--- config.mk ---
export PLATFORM = sky130hd
export DESIGN_NAME = cbfp1_sched
export DESIGN_NICKNAME = d
export VERILOG_FILES = /design/src/rtl/cbfp1_sched.sv
export SDC_FILE = /design/constraint.sdc
export NUM_CORES = 1
export LEC_CHECK = 0
export ABC_AREA = 1
export CAP_MARGIN = 10
export CORE_UTILIZATION = 31
export CTS_BUF_LIST = sky130_fd_sc_hd__clkbuf_2 sky130_fd_sc_hd__clkbuf_4 sky130_fd_sc_hd__clkbuf_8
export DETAILED_ROUTE_END_ITERATION = 10
export GPL_ROUTABILITY_DRIVEN = 1
export PLACE_DENSITY = 0.49
export SLEW_MARGIN = 20
export SYNTH_ARGS = -nofsm -noshare
export SYNTH_HDL_FRONTEND = slang
export SYNTH_SLANG_ARGS = --single-unit
--- constraint.sdc ---
create_clock -name clk -period 3.2 [get_ports clk]
set_input_delay 0.32 -clock clk [delete_from_list [all_inputs] [get_ports clk]]
set_output_delay 0.32 -clock clk [all_outputs]
set_load 0.01 [all_outputs]
--- src/rtl/cbfp1_sched.sv ---
// cbfp1_sched: control scheduler for a ping-pong CBFP block buffer.
// Write side: counts accepted input beats into the current bank and issues
// wr_en/mag_en/wr_addr. When a block completes, the bank is marked full and
// min_en is pulsed for it. Read side: a three-state FSM (IDLE/WAIT/READ)
// drains a full bank once its block-minimum shift has settled. The shift is
// ready MIN_LAT cycles after min_en. Reads are paced by out_ready.
//
// Ports
//   clk, rst            clock, asynchronous active-high reset
//   valid_in            input beat present
//   out_ready           downstream accepts a read beat
//   flush               synchronous clear of all state
//   mag_en              magnitude-detect enable (aligned with wr_en)
//   wr_en/bank/addr     buffer write strobe, bank, beat index
//   min_en/min_bank     block-minimum latch pulse and its bank
//   rd_en/bank/addr     buffer read strobe, bank, beat index
//   valid_out           rd_en delayed one cycle
//   blk_last            last beat of a block (with its rd_en)
//   busy                any bank full or any block in flight
//   ovf_err             sticky: a beat hit a full bank and was dropped
module cbfp1_sched #(
  parameter int unsigned BLK_CYC = 4,
  parameter int unsigned MIN_LAT = 2
) (
  input  logic                       clk,
  input  logic                       rst,
  input  logic                       valid_in,
  input  logic                       out_ready,
  input  logic                       flush,
  output logic                       mag_en,
  output logic                       wr_en,
  output logic                       wr_bank,
  output logic [$clog2(BLK_CYC)-1:0] wr_addr,
  output logic                       min_en,
  output logic                       min_bank,
  output logic                       rd_en,
  output logic                       rd_bank,
  output logic [$clog2(BLK_CYC)-1:0] rd_addr,
  output logic                       valid_out,
  output logic                       blk_last,
  output logic                       busy,
  output logic                       ovf_err
);

  localparam int unsigned AW = $clog2(BLK_CYC);
  localparam int unsigned LW = (MIN_LAT > 1) ? $clog2(MIN_LAT) : 1;
  localparam logic [AW-1:0] LAST     = AW'(BLK_CYC - 1);
  localparam logic [LW-1:0] LAT_INIT = LW'(MIN_LAT - 1);

  typedef enum logic [1:0] {IDLE = 2'd0, WAIT = 2'd1, READ = 2'd2} state_t;

  // All state, including every output, lives in one record so that reset
  // and flush clear exactly the same set of registers.
  typedef struct packed {
    state_t               state;
    logic [AW-1:0]        wr_cnt;
    logic [AW-1:0]        rd_cnt;
    logic                 wr_ptr;
    logic                 rd_ptr;
    logic [1:0]           full;
    logic [1:0]           min_seen;
    logic [1:0][LW-1:0]   lat;
    logic                 wr_en;
    logic                 mag_en;
    logic                 wr_bank;
    logic [AW-1:0]        wr_addr;
    logic                 min_en;
    logic                 min_bank;
    logic                 rd_en;
    logic                 rd_bank;
    logic [AW-1:0]        rd_addr;
    logic                 valid_out;
    logic                 blk_last;
    logic                 busy;
    logic                 ovf_err;
  } regs_t;

  regs_t r, n;

  logic [1:0] lat_ok;
  logic       accept, wr_last, issue, rd_last, min_pulse, other;

  always_ff @(posedge clk or posedge rst) begin
    if (rst) begin
      r <= '0;
    end else if (flush) begin
      r <= '0;
    end else begin
      r <= n;
    end
  end

  always_comb begin
    n = r;
    for (int unsigned b = 0; b < 2; b++) begin
      lat_ok[b] = r.min_seen[b] && (r.lat[b] == '0);
    end

    // A full bank that is being drained can take a new beat whose slot has
    // already been read out. This lets continuous input overlap the tail of
    // the read without a false overflow.
    accept    = valid_in && (!r.full[r.wr_ptr] ||
                ((r.wr_ptr == r.rd_ptr) && (r.rd_cnt > r.wr_cnt)));
    wr_last   = accept && (r.wr_cnt == LAST);
    issue     = out_ready && ((r.state == READ) ||
                ((r.state == WAIT) && lat_ok[r.rd_ptr]));
    rd_last   = issue && (r.rd_cnt == LAST);
    min_pulse = r.wr_en && (r.wr_addr == LAST);
    other     = ~r.rd_ptr;

    // write side
    n.wr_en  = accept;
    n.mag_en = accept;
    if (accept) begin
      n.wr_addr = r.wr_cnt;
      n.wr_bank = r.wr_ptr;
      n.wr_cnt  = r.wr_cnt + AW'(1);
    end
    if (wr_last) begin
      n.wr_ptr           = ~r.wr_ptr;
      n.full[r.wr_ptr]   = 1'b1;
    end
    if (valid_in && !accept) n.ovf_err = 1'b1;

    // block-minimum pulse and per-bank settle countdown
    n.min_en = min_pulse;
    for (int unsigned b = 0; b < 2; b++) begin
      if (r.lat[b] != '0) n.lat[b] = r.lat[b] - LW'(1);
    end
    if (min_pulse) begin
      n.min_bank             = r.wr_bank;
      n.min_seen[r.wr_bank]  = 1'b1;
      n.lat[r.wr_bank]       = LAT_INIT;
    end

    // read side
    n.rd_en     = issue;
    n.blk_last  = rd_last;
    n.valid_out = r.rd_en;
    if (issue) begin
      n.rd_addr = r.rd_cnt;
      n.rd_bank = r.rd_ptr;
      n.rd_cnt  = r.rd_cnt + AW'(1);
    end
    if (rd_last) begin
      n.full[r.rd_ptr]     = 1'b0;
      n.min_seen[r.rd_ptr] = 1'b0;
      n.rd_ptr             = other;
    end

    case (r.state)
      IDLE:    if (r.full[r.rd_ptr]) n.state = WAIT;
      WAIT:    if (lat_ok[r.rd_ptr]) n.state = READ;
      READ:    n.state = READ;
      default: n.state = IDLE;
    endcase
    // Jumping straight to READ when the next bank has already settled keeps
    // the read stream free of bubbles.
    if (rd_last) begin
      if (n.full[other] && lat_ok[other]) n.state = READ;
      else if (n.full[other])             n.state = WAIT;
      else                                n.state = IDLE;
    end

    n.busy = (n.full != '0) || (n.state != IDLE) || (n.wr_cnt != '0) || issue;
  end

  assign mag_en    = r.mag_en;
  assign wr_en     = r.wr_en;
  assign wr_bank   = r.wr_bank;
  assign wr_addr   = r.wr_addr;
  assign min_en    = r.min_en;
  assign min_bank  = r.min_bank;
  assign rd_en     = r.rd_en;
  assign rd_bank   = r.rd_bank;
  assign rd_addr   = r.rd_addr;
  assign valid_out = r.valid_out;
  assign blk_last  = r.blk_last;
  assign busy      = r.busy;
  assign ovf_err   = r.ovf_err;

endmodule

; Yosys cells after proc, flatten, opt, wreduce, memory -nomap -nowiden
; Index checks and enable logic that the tools add are counted.
[classes]
addsub = 4
magnitude_cmp = 8
eq_ne = 6
mux = 35
n_bitwise = 10
n_reduce_logical = 31
[ops]
columns = cell, count
row1 = $mux 29, 1
row2 = $mux 1, 19
row3 = $reduce_bool 2->1, 9
row4 = $logic_and 1x1->1, 14
row5 = $mux 2, 7
row6 = $eq 2x2->1 const B, 4
row7 = $lt 1x2->1 const B, 4
row8 = $mux 3, 2
row9 = $or 2x2->2, 3
row10 = $pmux 2 s3, 1
row11 = $logic_or 1x1->1, 5
row12 = $mux 5, 1
row13 = $add 2x1->2 const B, 2
row14 = $and 2x2->2, 2
row15 = $mux 4, 1
row16 = $not 1->1, 4
row17 = $demux 1 s1, 3
row18 = $ge 1x1->1 const B, 3
row19 = $eq 2x1->1 const B, 1
row20 = $gt 2x2->1, 1
row21 = $logic_not 1->1, 2
row22 = $logic_not 2->1, 1
row23 = $not 2->2, 1
row24 = $sub 1x1->1 const B, 2
row25 = $eq 1x1->1, 1
[word_totals]
ff_bits = 29
out_inout_bits = 15

; Depth between registers and ports, before layout
[logic_depth]
depth_word = 19
mapped_depth = 15
ltp_nobuf = 15

; Worst setup path after synthesis
; OpenSTA, ideal clock, no wires.
[synth_timing]
kind = register -> register
from = reg r[24] (netlist name)
to = reg r, in the netlist busy
setup_time_ns = 0.126
t_arrival_ns = 1.483
required_ns = 3.074
path_slack_ns = 1.590
stages_incl_launch_ff = 14
path_buffers = 0
synth_period_minus_slack_ns = 1.610
cell_sequence = dfrtp_1 ha_1 nand2_1 nand2_1 nand3_2 nand2_4 nand2_4 nand2_1 nand2_1 nand2_1 nor2_1 nand2_1 o21bai_2 nand3_1
[synth_between]
elab_chain_cells = 18
elab_cells_between_ends = 24
[synth_rtl]
columns = item, line
row1 = start: declaration, 78  ; regs_t r, n;
row2 = start signal: assignment, 89  ; r <= n;
row3 = $gt 2x2->1, 103  ; ((r.wr_ptr == r.rd_ptr) && (r.rd_cnt > r.wr_cnt)));
row4 = $logic_and 1x1->1, 103
row5 = $logic_or 1x1->1, 102  ; accept = valid_in && (!r.full[r.wr_ptr] ||
row6 = $logic_and 1x1->1, 102
row7 = $logic_and 1x1->1, 104  ; wr_last = accept && (r.wr_cnt == LAST);
row8 = $mux 2, 119  ; if (wr_last) begin
row9 = $and 2x2->2 (no source line), n/a
row10 = $mux 5, 145  ; if (rd_last) begin
row11 = $mux 1 (not written as such) (2 in a row), "160, 161"
row12 = $mux 1 or $logic_and 1x1->1 (tied branches), "161, 160"
row13 = $mux 2, 160  ; if (n.full[other] && lat_ok[other]) n.state = READ;
row14 = $mux 2, 159  ; if (rd_last) begin
row15 = $reduce_bool 2->1, 165  ; n.busy = (n.full != '0) || (n.state != IDLE) || (n.wr_cnt != '0) || issue;
row16 = $logic_or 1x1->1, 165
row17 = $logic_or 1x1->1 (*) (2 in a row), 165
row18 = $mux 29 (*), 86  ; end else if (flush) begin
; Mark *: on every way between the ends. The rest lies on a longest branch, timed or not. The select of a mux whose other input is x is not followed.
; A chain may end at the register's enable or synchronous reset.

; Final worst setup path
[layout_timing]
from = reg r[23] (netlist name)
to = reg r, in the netlist busy
; Same word-level chain as after synthesis.

==> metrics.txt <==
run status finished, final reports clean; total die area 4760 um^2; maximum vdd ir drop 189 uV; antenna violations before repair 0; CTS H-Tree Depth 1; slowest stage cell on the critical path dfrtp_1; net count of the mapped netlist 174; fraction of final layout cells sized beyond drive strength 1 0.0778; detailed-routing iteration count for the pre-antenna-repair pass 3; worst slack at placement 1.22 ns; TritonCTS sink count 28; initial drt markers 30; DP Wirelength 2.05 mm; number of global-route vias before repair 1,035; RSZ-0062 raised after global routing no; horizontal extent of the die 69.0 um; placed cell area 1590 um^2; flip-flop and latch area 701 um^2; class of the most critical hold timing path in -> async; measured slew at the worst slew-check pin 0.596 ns; utilization after layout 0.398; YS warnings 0; total routing usage reported by global routing 0.139; Global Route met3 Usage 0.0296; wire length of the first global-routing pass 4.71 mm; portion of the post-synthesis area used by sequential elements 0.504; Crit. End Element flop; Cell Chain, Critical Path inv_1 -> ha_1 -> nand2_1 -> nand3_2 -> nand2_4 -> nand2_4 -> nand2_1 -> o21ai_0 -> nor2_1 -> nand2_1 -> o21bai_2 -> nand3_1; total chip power 649 uW; launching element type of the critical path flop; number of buffers inserted during clock tree synthesis 3; met1 routing resource usage after global routing 0.176; clock transition at the registers of the reported paths 0.10 ns; final estimated routing congestion in global placement 0.744; height of the die 69.0 um; post-route fraction of the period consumed by the critical path 0.572; average vias per placed instance 4.61; layer with the highest usage met2; GRT met2 Usage 0.234; TritonCTS clock tree done; CTS Hold Bufs 0; n_diodes 0; drc violations 0; total number of vias 1,060; layout overhead on the synthesized area 18.5%; post-layout minimum cycle time 1.83 ns; Skew-Pair Late Insertion Delay 0.28 ns; number of unique standard cell types used by synthesis 25; number of nets with antenna violations after routing 0; area used by multi-input combinational logic 528 um^2; maximum count of clock buffers along a single path 2; Post-Synthesis Mean Instance Area 8.43 um^2; Cell Pwr Density 394 nW/um^2; Remaining Overflow, GRT 0; std cell rows 23; NumNets Final 190; final setup violation count 0; number of endpoints with negative hold slack in the final report 0; #FFs+latches synth 28; final instance area 1650 um^2; cell mode on critical path nand2_1; required time reported for the critical path endpoint 3.37 ns; Max stage delay on crit path 0.39 ns; wirelength, routed 2.71 mm; top library cells by usage in the layout, fill and taps aside nand2_1, inv_1, dfrtp_1; Max FO, Critical Path 7; reported leakage power 0.000779 uW; Netlist Area Pre-Place 1390 um^2; smallest setup slack after layout 1.37 ns; starting density of the core 0.336; standard cell core area 4140 um^2; classification of the worst setup path reg -> reg; post-cts gate resize count 0; sum of negative setup slack 0 ns; post-CTS repair timing setup buffer count 0; maximum number of pins on one net before global-route repair 29; count of final max-slew check failures 0; Max Fclk 0.547 GHz; # fillers 446; average wire length per cell after detail routing 11.8 um; Layout Skew 0.00136 ns; maxcap violations 0; cells after synthesis 165; most frequent standard cell in the layout excluding fill and tap cells nand2_1; worst relative slew slack 0.601; port bufs 19; data arrival time of the critical path 2.00 ns; number of placed I/O pins 20; root buffer cell clkbuf_8
worst paths after layout:
| check | start | to | slack [ns] | cells after the start |
|---|---|---|---|---|
| min in group clk | rd_en | valid_out | 0.49 | 2 |
| worst min-delay path | rst | mag_en | 0.41 | 2 |
| max in group asynchronous | rst | r[25] | 2.40 | 2 |
| worst max-delay path | r[23] | busy | 1.37 | 12 |
| worst min register to register | rd_en | valid_out | 0.49 | 2 |
| worst max register to register | r[23] | busy | 1.37 | 12 |
sequential cells by signal, summed over array words and instances, names as in the netlist:
register / cells
blk_last: 1
busy: 1
mag_en: 1
min_bank: 1
min_en: 1
ovf_err: 1
r: 14
rd_addr: 2
rd_bank: 1
rd_en: 1
valid_out: 1
wr_addr: 2
wr_bank: 1
stage by stage:
| stage | std cells | hold slack (ns) |
|---|---|---|
| 2_1_floorplan | 165 | 0.385 |
| 3_3_place_gp | 226 | 0.492 |
| 3_5_place_dp | 226 | 0.482 |
| 4_1_cts | 230 | 0.496 |
| 5_1_grt | 230 | 0.491 |
| 6_report | 230 | 0.415 |
worst max-delay path: cells and delay by family (launching register included):
kind / cells / cell delay [ns]
and+or+nand+nor: 8 / 0.75
DFF: 1 / 0.39
adders and majority gates: 1 / 0.25
AOI/OAI and AO/OA: 2 / 0.21
buffers and inverters: 1 / 0.13
cells in the mapped netlist:
library cell,instances,share of area
nor2_1,16,0.043
nand2_4,2,0.016
nor3_1,1,0.0036
nand3_2,1,0.0072
nand3_1,14,0.050
nor2_2,1,0.0045
o21ai_1,4,0.014
o221ai_1,1,0.0063
inv_2,1,0.0027
nand3b_1,1,0.0054
a21oi_1,7,0.025
dfrtp_1,28,0.50
clkbuf_1,2,0.0054
o211ai_1,1,0.0054
buf_2,1,0.0036
nand3_4,1,0.013
o21ai_4,1,0.012
o21bai_2,1,0.0081
o21ai_0,9,0.032
nand2_2,1,0.0045
ha_1,4,0.036
nand2_1,31,0.084
inv_1,29,0.078
buf_4,5,0.027
nand4_1,2,0.0090
logic make-up (layout without fill, tap and decap cells):
| family | Yosys count | count (layout) | share of synthesized area |
|---|---|---|---|
| flip-flops | 28 | 28 | 0.504 |
| adder cells (fa/ha/maj) | 4 | 4 | 0.0360 |
| AND/OR/NAND/NOR | 71 | 71 | 0.240 |
| AO/OA/AOI/OAI | 24 | 24 | 0.103 |
| buffers and inverters | 38 | 53 | 0.117 |
area by class of cell:
cell class	instances	share of cell area
repair buffers	19	0.115
inverters	30	0.0683
well taps	50	0.0379
flip-flops and latches	28	0.425
multi-input cells	99	0.320
clock buffers	4	0.0334
metal layers:
| metal | part of all wire | vias to the layer above |
|---|---|---|
| li1 | - | 543 |
| met1 | 0.49 | 492 |
| met2 | 0.46 | 20 |
| met3 | 0.037 | 5 |
| met4 | 0.011 | 0 |
| met5 | 0 | - |
report_power, final:
group,switching [uW],leakage [uW],internal [uW]
clock,114,0.0000288,110
combinational,37.0,0.000363,23.6
sequential,4.63,0.000387,360
total,155,0.000779,494
No activity file was read; power rests on OpenSTA's default activity.
